--- src/rtl/arb_pkg.sv ---
// -----------------------------------------------------------------------------
// arb_pkg
// Shared types and sizes for the 8-way round-robin mux-select arbiter.
//   NUM_REQ     : number of requesters sharing the 8:1 mux
//   SEL_W       : width of the mux select / requester index
//   sel_t       : requester index type
//   arb_state_t : arbiter FSM state
// -----------------------------------------------------------------------------
package arb_pkg;

    localparam int NUM_REQ = 8;
    localparam int SEL_W   = 3;

    typedef logic [SEL_W-1:0] sel_t;

    typedef enum logic {
        IDLE  = 1'b0,
        GRANT = 1'b1
    } arb_state_t;

endpackage : arb_pkg

--- src/rtl/rr_pick8.sv ---
// -----------------------------------------------------------------------------
// rr_pick8
// Purely combinational rotating-priority picker. Scans req starting at ptr
// and wrapping modulo 8; the first set bit wins.
// Ports:
//   req_i[7:0]     : request vector
//   ptr_i[2:0]     : highest-priority index for this scan
//   found_o        : at least one request is set
//   win_idx_o[2:0] : index of the winning requester (0 when found_o=0)
// -----------------------------------------------------------------------------
module rr_pick8
    import arb_pkg::*;
(
    input  logic [NUM_REQ-1:0] req_i,
    input  sel_t               ptr_i,
    output logic               found_o,
    output sel_t               win_idx_o
);

    sel_t idx;

    // Walk offsets from furthest to nearest so the nearest requester (lowest
    // offset from ptr) is the last write and therefore the winner.
    always_comb begin
        found_o   = 1'b0;
        win_idx_o = '0;
        idx       = '0;
        for (int k = NUM_REQ - 1; k >= 0; k--) begin
            idx = ptr_i + sel_t'(k);   // 3-bit add wraps mod 8
            if (req_i[idx]) begin
                found_o   = 1'b1;
                win_idx_o = idx;
            end
        end
    end

endmodule : rr_pick8

--- src/rtl/mux_sel_arbiter8.sv ---
// -----------------------------------------------------------------------------
// mux_sel_arbiter8
// Round-robin arbiter driving the registered select of a shared 8:1 mux.
// One requester wins per arbitration; the pointer moves to winner+1 so the
// last winner has the lowest priority on the next scan.
//
// Optional feature (macro ARB_HOLD_EN): a winner keeps the grant while its
// request stays high, for at most MAX_HOLD consecutive cycles. Without the
// macro every grant lasts one cycle and arbitration runs every cycle.
//
// Parameters:
//   MAX_HOLD     : max consecutive grant cycles in hold mode (1..15)
// Ports:
//   clk_i        : clock, rising edge
//   reset_i      : synchronous active-high reset
//   req_i[7:0]   : request vector
//   gnt_o[7:0]   : registered one-hot grant, zero when idle
//   sel_o[2:0]   : registered mux select, holds last value while idle
//   valid_o      : registered, high when gnt_o is non-zero
// -----------------------------------------------------------------------------
module mux_sel_arbiter8
    import arb_pkg::*;
#(
    parameter int MAX_HOLD = 4
) (
    input  logic               clk_i,
    input  logic               reset_i,
    input  logic [NUM_REQ-1:0] req_i,
    output logic [NUM_REQ-1:0] gnt_o,
    output logic [SEL_W-1:0]   sel_o,
    output logic               valid_o
);

    if (MAX_HOLD < 1 || MAX_HOLD > 15) begin : g_max_hold_range
        $error("mux_sel_arbiter8: MAX_HOLD must be in 1..15");
    end

    arb_state_t         state_q;
    sel_t               ptr_q;
    sel_t               sel_q;
    logic [NUM_REQ-1:0] gnt_q;
    logic               valid_q;

    logic               found;
    sel_t               win_idx;
    logic [NUM_REQ-1:0] win_onehot;
    logic               keep;

    rr_pick8 u_pick (
        .req_i     (req_i),
        .ptr_i     (ptr_q),
        .found_o   (found),
        .win_idx_o (win_idx)
    );

    assign win_onehot = NUM_REQ'(1) << win_idx;

`ifdef ARB_HOLD_EN
    logic [3:0] hold_cnt_q;

    // Holder keeps the mux while still requesting and under its burst limit.
    assign keep = (state_q == GRANT) && req_i[sel_q] && (hold_cnt_q < 4'(MAX_HOLD));
`else
    assign keep = 1'b0;
`endif

    always_ff @(posedge clk_i) begin
        if (reset_i) begin
            state_q    <= IDLE;
            ptr_q      <= '0;
            sel_q      <= '0;
            gnt_q      <= '0;
            valid_q    <= 1'b0;
`ifdef ARB_HOLD_EN
            hold_cnt_q <= '0;
`endif
        end else if (keep) begin
            // Continue the current burst: grant, select and pointer unchanged.
`ifdef ARB_HOLD_EN
            hold_cnt_q <= hold_cnt_q + 4'd1;
`endif
        end else if (found) begin
            // IDLE start or GRANT re-arbitration: identical handling, so a
            // handoff between requesters needs no idle bubble. Because ptr
            // already points past the holder, it can only re-win when alone.
            state_q    <= GRANT;
            ptr_q      <= win_idx + sel_t'(1);
            sel_q      <= win_idx;
            gnt_q      <= win_onehot;
            valid_q    <= 1'b1;
`ifdef ARB_HOLD_EN
            hold_cnt_q <= 4'd1;
`endif
        end else begin
            // No requests: go idle; sel keeps its last granted value.
            state_q    <= IDLE;
            gnt_q      <= '0;
            valid_q    <= 1'b0;
        end
    end

    assign gnt_o   = gnt_q;
    assign sel_o   = sel_q;
    assign valid_o = valid_q;

endmodule : mux_sel_arbiter8

--- config.mk ---
export PLATFORM = sky130hd
export DESIGN_NAME = mux_sel_arbiter8
export DESIGN_NICKNAME = d
export VERILOG_FILES = /design/src/rtl/arb_pkg.sv /design/src/rtl/rr_pick8.sv /design/src/rtl/mux_sel_arbiter8.sv
export SDC_FILE = /design/constraint.sdc
export NUM_CORES = 1
export LEC_CHECK = 0
export BUFFER_PORTS_ARGS = -buffer_cell sky130_fd_sc_hd__clkbuf_2
export CELL_PAD_IN_SITES_DETAIL_PLACEMENT = 1
export CELL_PAD_IN_SITES_GLOBAL_PLACEMENT = 2
export CORE_AREA = 5 5 75 77
export CTS_CLUSTER_SIZE = 8
export DETAILED_ROUTE_END_ITERATION = 8
export DIE_AREA = 0 0 80 82
export GPL_ROUTABILITY_DRIVEN = 0
export MAX_ROUTING_LAYER = met4
export PLACE_DENSITY = 0.77
export SYNTH_ARGS = -nofsm -noshare
export SYNTH_HDL_FRONTEND = slang
export SYNTH_SLANG_ARGS = --single-unit
--- constraint.sdc ---
create_clock -name clk_i -period 9.55 [get_ports clk_i]
set_input_delay 2.865 -clock clk_i [delete_from_list [all_inputs] [get_ports clk_i]]
set_output_delay 2.865 -clock clk_i [all_outputs]
set_load 0.03 [all_outputs]
After elaboration in Yosys (flattened, before gate mapping)
Index checks and enable logic that the tools add are counted.

cells by class
  add/subtract/negate cells = 8
  $mul = 0
  divide/modulo/power cells = 0
  $lt $le $gt $ge = 8
  equality and inequality tests = 0
  shifts and indexed selects = 1
  mux-type cells = 33
  bitwise operators = 1
  reduce and logical (&&, ||, !) cells = 1

operator list
  operator               count
  $lt A3 B4 Y1 const B   8
  $bmux W1 S3            8
  $mux W3                8
  $mux W1                17
  $add A3 B3 Y3 const B  4
  $shl A1 B3 Y8 const A  1
  $add A3 B1 Y3 const B  2
  $add A3 B2 Y3 const B  2
  $reduce_or A2 Y1       1
  $not A1 Y1             1

storage, ports and cells
  register bits = 15
  bits in latches = 0
  bits in writable memories = 0
  ROM bits = 0
  logic and storage cells = 56
  memories = 0

Depth between registers and ports, before layout
  word-level depth = 13
  gate-level depth with buffers = 17
  mapped depth without buffers = 14

By module
From an unflattened synthesis, not the netlist that was laid out.

unflattened totals
  cell total of the unflattened synthesis = 142
  area, all modules = 1,327.5 µm²

by module, submodules not included
  module            times used  cells an instance  area each (µm²)  sequential area each (µm²)
  rr_pick8          1           90                 782.0            0.0
  mux_sel_arbiter8  1           52                 545.5            300.3

Least setup slack after synthesis
Ideal clock, no wire load.

  path type = input -> register
  start = in req_i[2]
  end = reg ptr_q[2]
  arrival time = 5,281 ps
  slack = 4,168 ps
  stages on the path = 11
  path through = mux2_2 mux4_2 or4_1 nand4_1 a31oi_1 inv_1 ha_1 inv_1 o41ai_1 o311ai_0 o41ai_1

between the ends
  word-level cells in the longest chain between the ends = 11

ends and longest elaborated chain
  item                           RTL line                text
  start, declared                mux_sel_arbiter8.sv:28  input logic [NUM_REQ-1:0] req_i,
  $bmux W1 S3                    rr_pick8.sv:30          if (req_i[idx]) begin
  $mux W1 (not written as such)  rr_pick8.sv:30
  $mux W3 (7 in series)          rr_pick8.sv:30
  $mux W3 *                      rr_pick8.sv:30
  named net u_pick.win_idx_o[1]  rr_pick8.sv:17          output sel_t win_idx_o
  $add A3 B1 Y3 *                mux_sel_arbiter8.sv:87  ptr_q <= win_idx + sel_t'(1);
  end signal, assigned           mux_sel_arbiter8.sv:87
  end, declared                  mux_sel_arbiter8.sv:39  sel_t ptr_q;

Mark *: on every way through the listed nets, which the timed path passes. The rest lies on a longest branch. The select of a mux whose other input is x is not followed.
A chain may end at the register's enable or synchronous reset.

Worst setup path after layout
  start = in req_i[6]
  end = reg ptr_q[2]

The elaborated chain is that of the path after synthesis.

==> metrics.md <==
| Metric | Value |
|---|---|
| Hold_ws | 0.476 ns |
| Setup repair bufs after CTS | 0 |
| Post-synth EDFFs | 0 |
| Final hold vios | 0 |
| Ys flop type | dfxtp_1 |
| Post-DRT Antenna Nets | 0 |
| Avg Inst Size Synth | 9.90 um^2 |
| Hold crit path type | flop to flop |
| Syn_nets | 181 |
| Most common cell after layout, fill and taps aside | clkbuf_2 |
| Initial Util | 33.0% |
| Clk buf depth | 2 |
| Hold_buf cts | 0 |
| Clk_lat worst skew | 0.25 ns |
| Combinational Power Share | 78.1% |
| First-pass GRT wire length | 7.25 mm |
| Min Tclk post-route | 5.66 ns |
| Clock-pin slew on the worst setup and hold paths | 0.05 ns |
| Clock Skew | 0.00330 ns |
| Fmax | 0.177 GHz |
| Antenna Diode Count | 0 |
| Drt initial violations | 50 |
| CTS Buf Count | 3 |
| CP max stage delay | 0.53 ns |
| TritonRoute pass-1 iters | 4 |
| Sum of negative setup slack | 0 ns |
| Fin util | 36.2% |
| Number of synthesized register bits | 15 |
| Total wire length | 4.24 mm |
| DRC viols | 0 |
| Most frequent cells in the layout | 21 x clkbuf_2, 15 x dfxtp_1, 11 x mux2i_1 |
| Seq pwr share | 14.5% |
| Post-Place Cells | 248 |
| CP Capture Type | flop |
| CTS tree | done |
| R2r setup slk | 5.15 ns |
| # fillers | 601 |
| Antenna violations before repair | 0 |
| Final Slew Violations | 0 |
| Vias in the first global route | 1485 |
| Sequential share of the synthesized area | 18.4% |
| Half-perimeter wire length after placement | 3.29 mm |
| Row cnt | 26 |
| IO buf count | 21 |
| Tcrit/Tclk final | 59.3% |
| Final Non-Filler Cells | 252 |
| Critical path's slowest cell | mux4_2 |
| WL per Instance | 16.8 um |
| Status | completed |
| Die width | 80 um |
| Sw power | 0.000330 W |
| Max VDD drop | 170 uV |
| Async S/R FF share, synth | 0% |
| Internal | 0.000332 W |
| Clk root buf | clkbuf_8 |
| Area occupied by multi-input gates | 0.00120 mm^2 |
| DR vias | 1401 |
| P_leak | 0.713 nW |
| Sink Count | 15 |
| RSZ-0062 raised after global routing | no |
| Share of the synthesized area in the top cell type | 18.4% |
| Clock power frac | 7.4% |
| Die outline area | 0.00656 mm^2 |
| Pwr Density | 370 mW/mm^2 |
| Switching portion of total power | 49.9% |
| Core area | 0.00494 mm^2 |
| Global Route Usage Sum | 14.2% |
| P&R area growth vs syn | 9.58% |
| Slew @ Worst Pin | 0.814 ns |
| Relative slew slack | 45.5% |
| Reg area | 300 um^2 |
| Yosys top cell by area | dfxtp_1 |
| Final nets | 199 |
| Gate Count Post-Synth | 165 |
| Critical path, cell by cell | clkbuf_2 -> mux2_2 -> mux4_2 -> or4_1 -> nand4_1 -> a31oi_1 -> inv_1 -> ha_1 -> inv_1 -> o41ai_1 -> o311ai_0 -> o41ai_1 |
| Max H-tree Level | 1 |
| Post-Syn Area | 0.00163 mm^2 |
| Synth area leaders | dfxtp_1 18%, mux4_2 11%, mux2i_1 6.7%, mux4_1 6.4%, mux2_2 6.2% |
| Max cap viols | 0 |
| Vias per std cell | 5.56 |
| CP Class | input pin to flop |
| GRT Residual Overflow | 0 |
| Synth Warn # | 0 |
| Worst-path fanout max | 9 |
| Startpoint Class | input pin |
| WP data arrival | 5.80 ns |
| Largest net degree at the start of global routing | 26 |
| # IOs | 22 |
| Post-synth cell types | 55 |
| Share of cells above drive strength 1 | 33.0% |
| Worst Path Required | 9.69 ns |
| Die H | 82 um |
| # setup viols final | 0 |
| Post-CTS Resized | 0 |
## registers in the layout, summed over array words and instances (netlist names)
name,flops
sel_o,3
ptr_q,3
gnt_o,8
valid_o,1
## path summary, 6_finish.rpt
kind / endpoint / depth (start not counted) / from
max: ptr_q[2] / 12 / req_i[6]
min: sel_o[1] / 2 / sel_o[1]
max reg2reg: ptr_q[2] / 15 / ptr_q[0]
min reg2reg: sel_o[1] / 2 / sel_o[1]
## final cells by class
type	count	area share (%)
Sequential cell	15	16.8
Tap cell	70	4.90
Inverter	10	2.10
Timing Repair Buffer	23	6.71
Multi-Input combinational cell	130	67.0
Clock buffer	4	2.52
## power by group through the flow
stage	clock [W]	sequential, W	combinational (W)
final	0.0000492	0.0000962	0.000517
after global routing	0.0000537	0.0000979	0.000570
after CTS	0.0000509	0.0000956	0.000519
after detailed placement	0	0.0000968	0.000516
after global placement	0	0.0000950	0.000499
after floorplan	0	0.000118	0.000395
## per-layer routing
metal	up-vias	global-route usage, %	part of all wire, %
met5	-	-	0
met4	0	4.22	1.2
met3	6	1.86	3.4
met2	33	25.2	50
met1	683	16.8	45
li1	679	-	-
## cell usage after synthesis (5+ instances only)
master	count
dfxtp_1	15
mux2i_1	11
inv_1	9
mux2_2	9
mux4_2	8
a21oi_1	7
ha_1	6
nand2_1	6
nand3_1	6
nor2_1	6
and2_1	5
## critical path: cells and delay by family
family	cells	cell delay, ns
compound gates	4	0.87
fa+ha+maj	1	0.24
buf+inv	3	0.37
mux	2	0.83
simple gates	2	0.62
## kinds of logic after synthesis
| family | after synthesis | share of synthesized area (%) |
|---|---|---|
| mux | 32 | 30.4 |
| flops | 15 | 18.4 |
| xor+xnor | 5 | 2.68 |
| buf+inv | 20 | 8.20 |
| simple gates | 52 | 19.4 |
| compound gates | 35 | 16.3 |
| fa+ha+maj | 6 | 4.60 |
## stage by stage
step                      power [W]  setup WS [ns]  area, um^2
final                      0.000663           3.89        1790
after global routing       0.000722           3.64        1790
after CTS                  0.000666           3.88        1790
after detailed placement   0.000612           3.62        1740
after global placement     0.000594           3.85        1740
after floorplan            0.000512           4.17        1630
(Power assumes the default switching activity.)
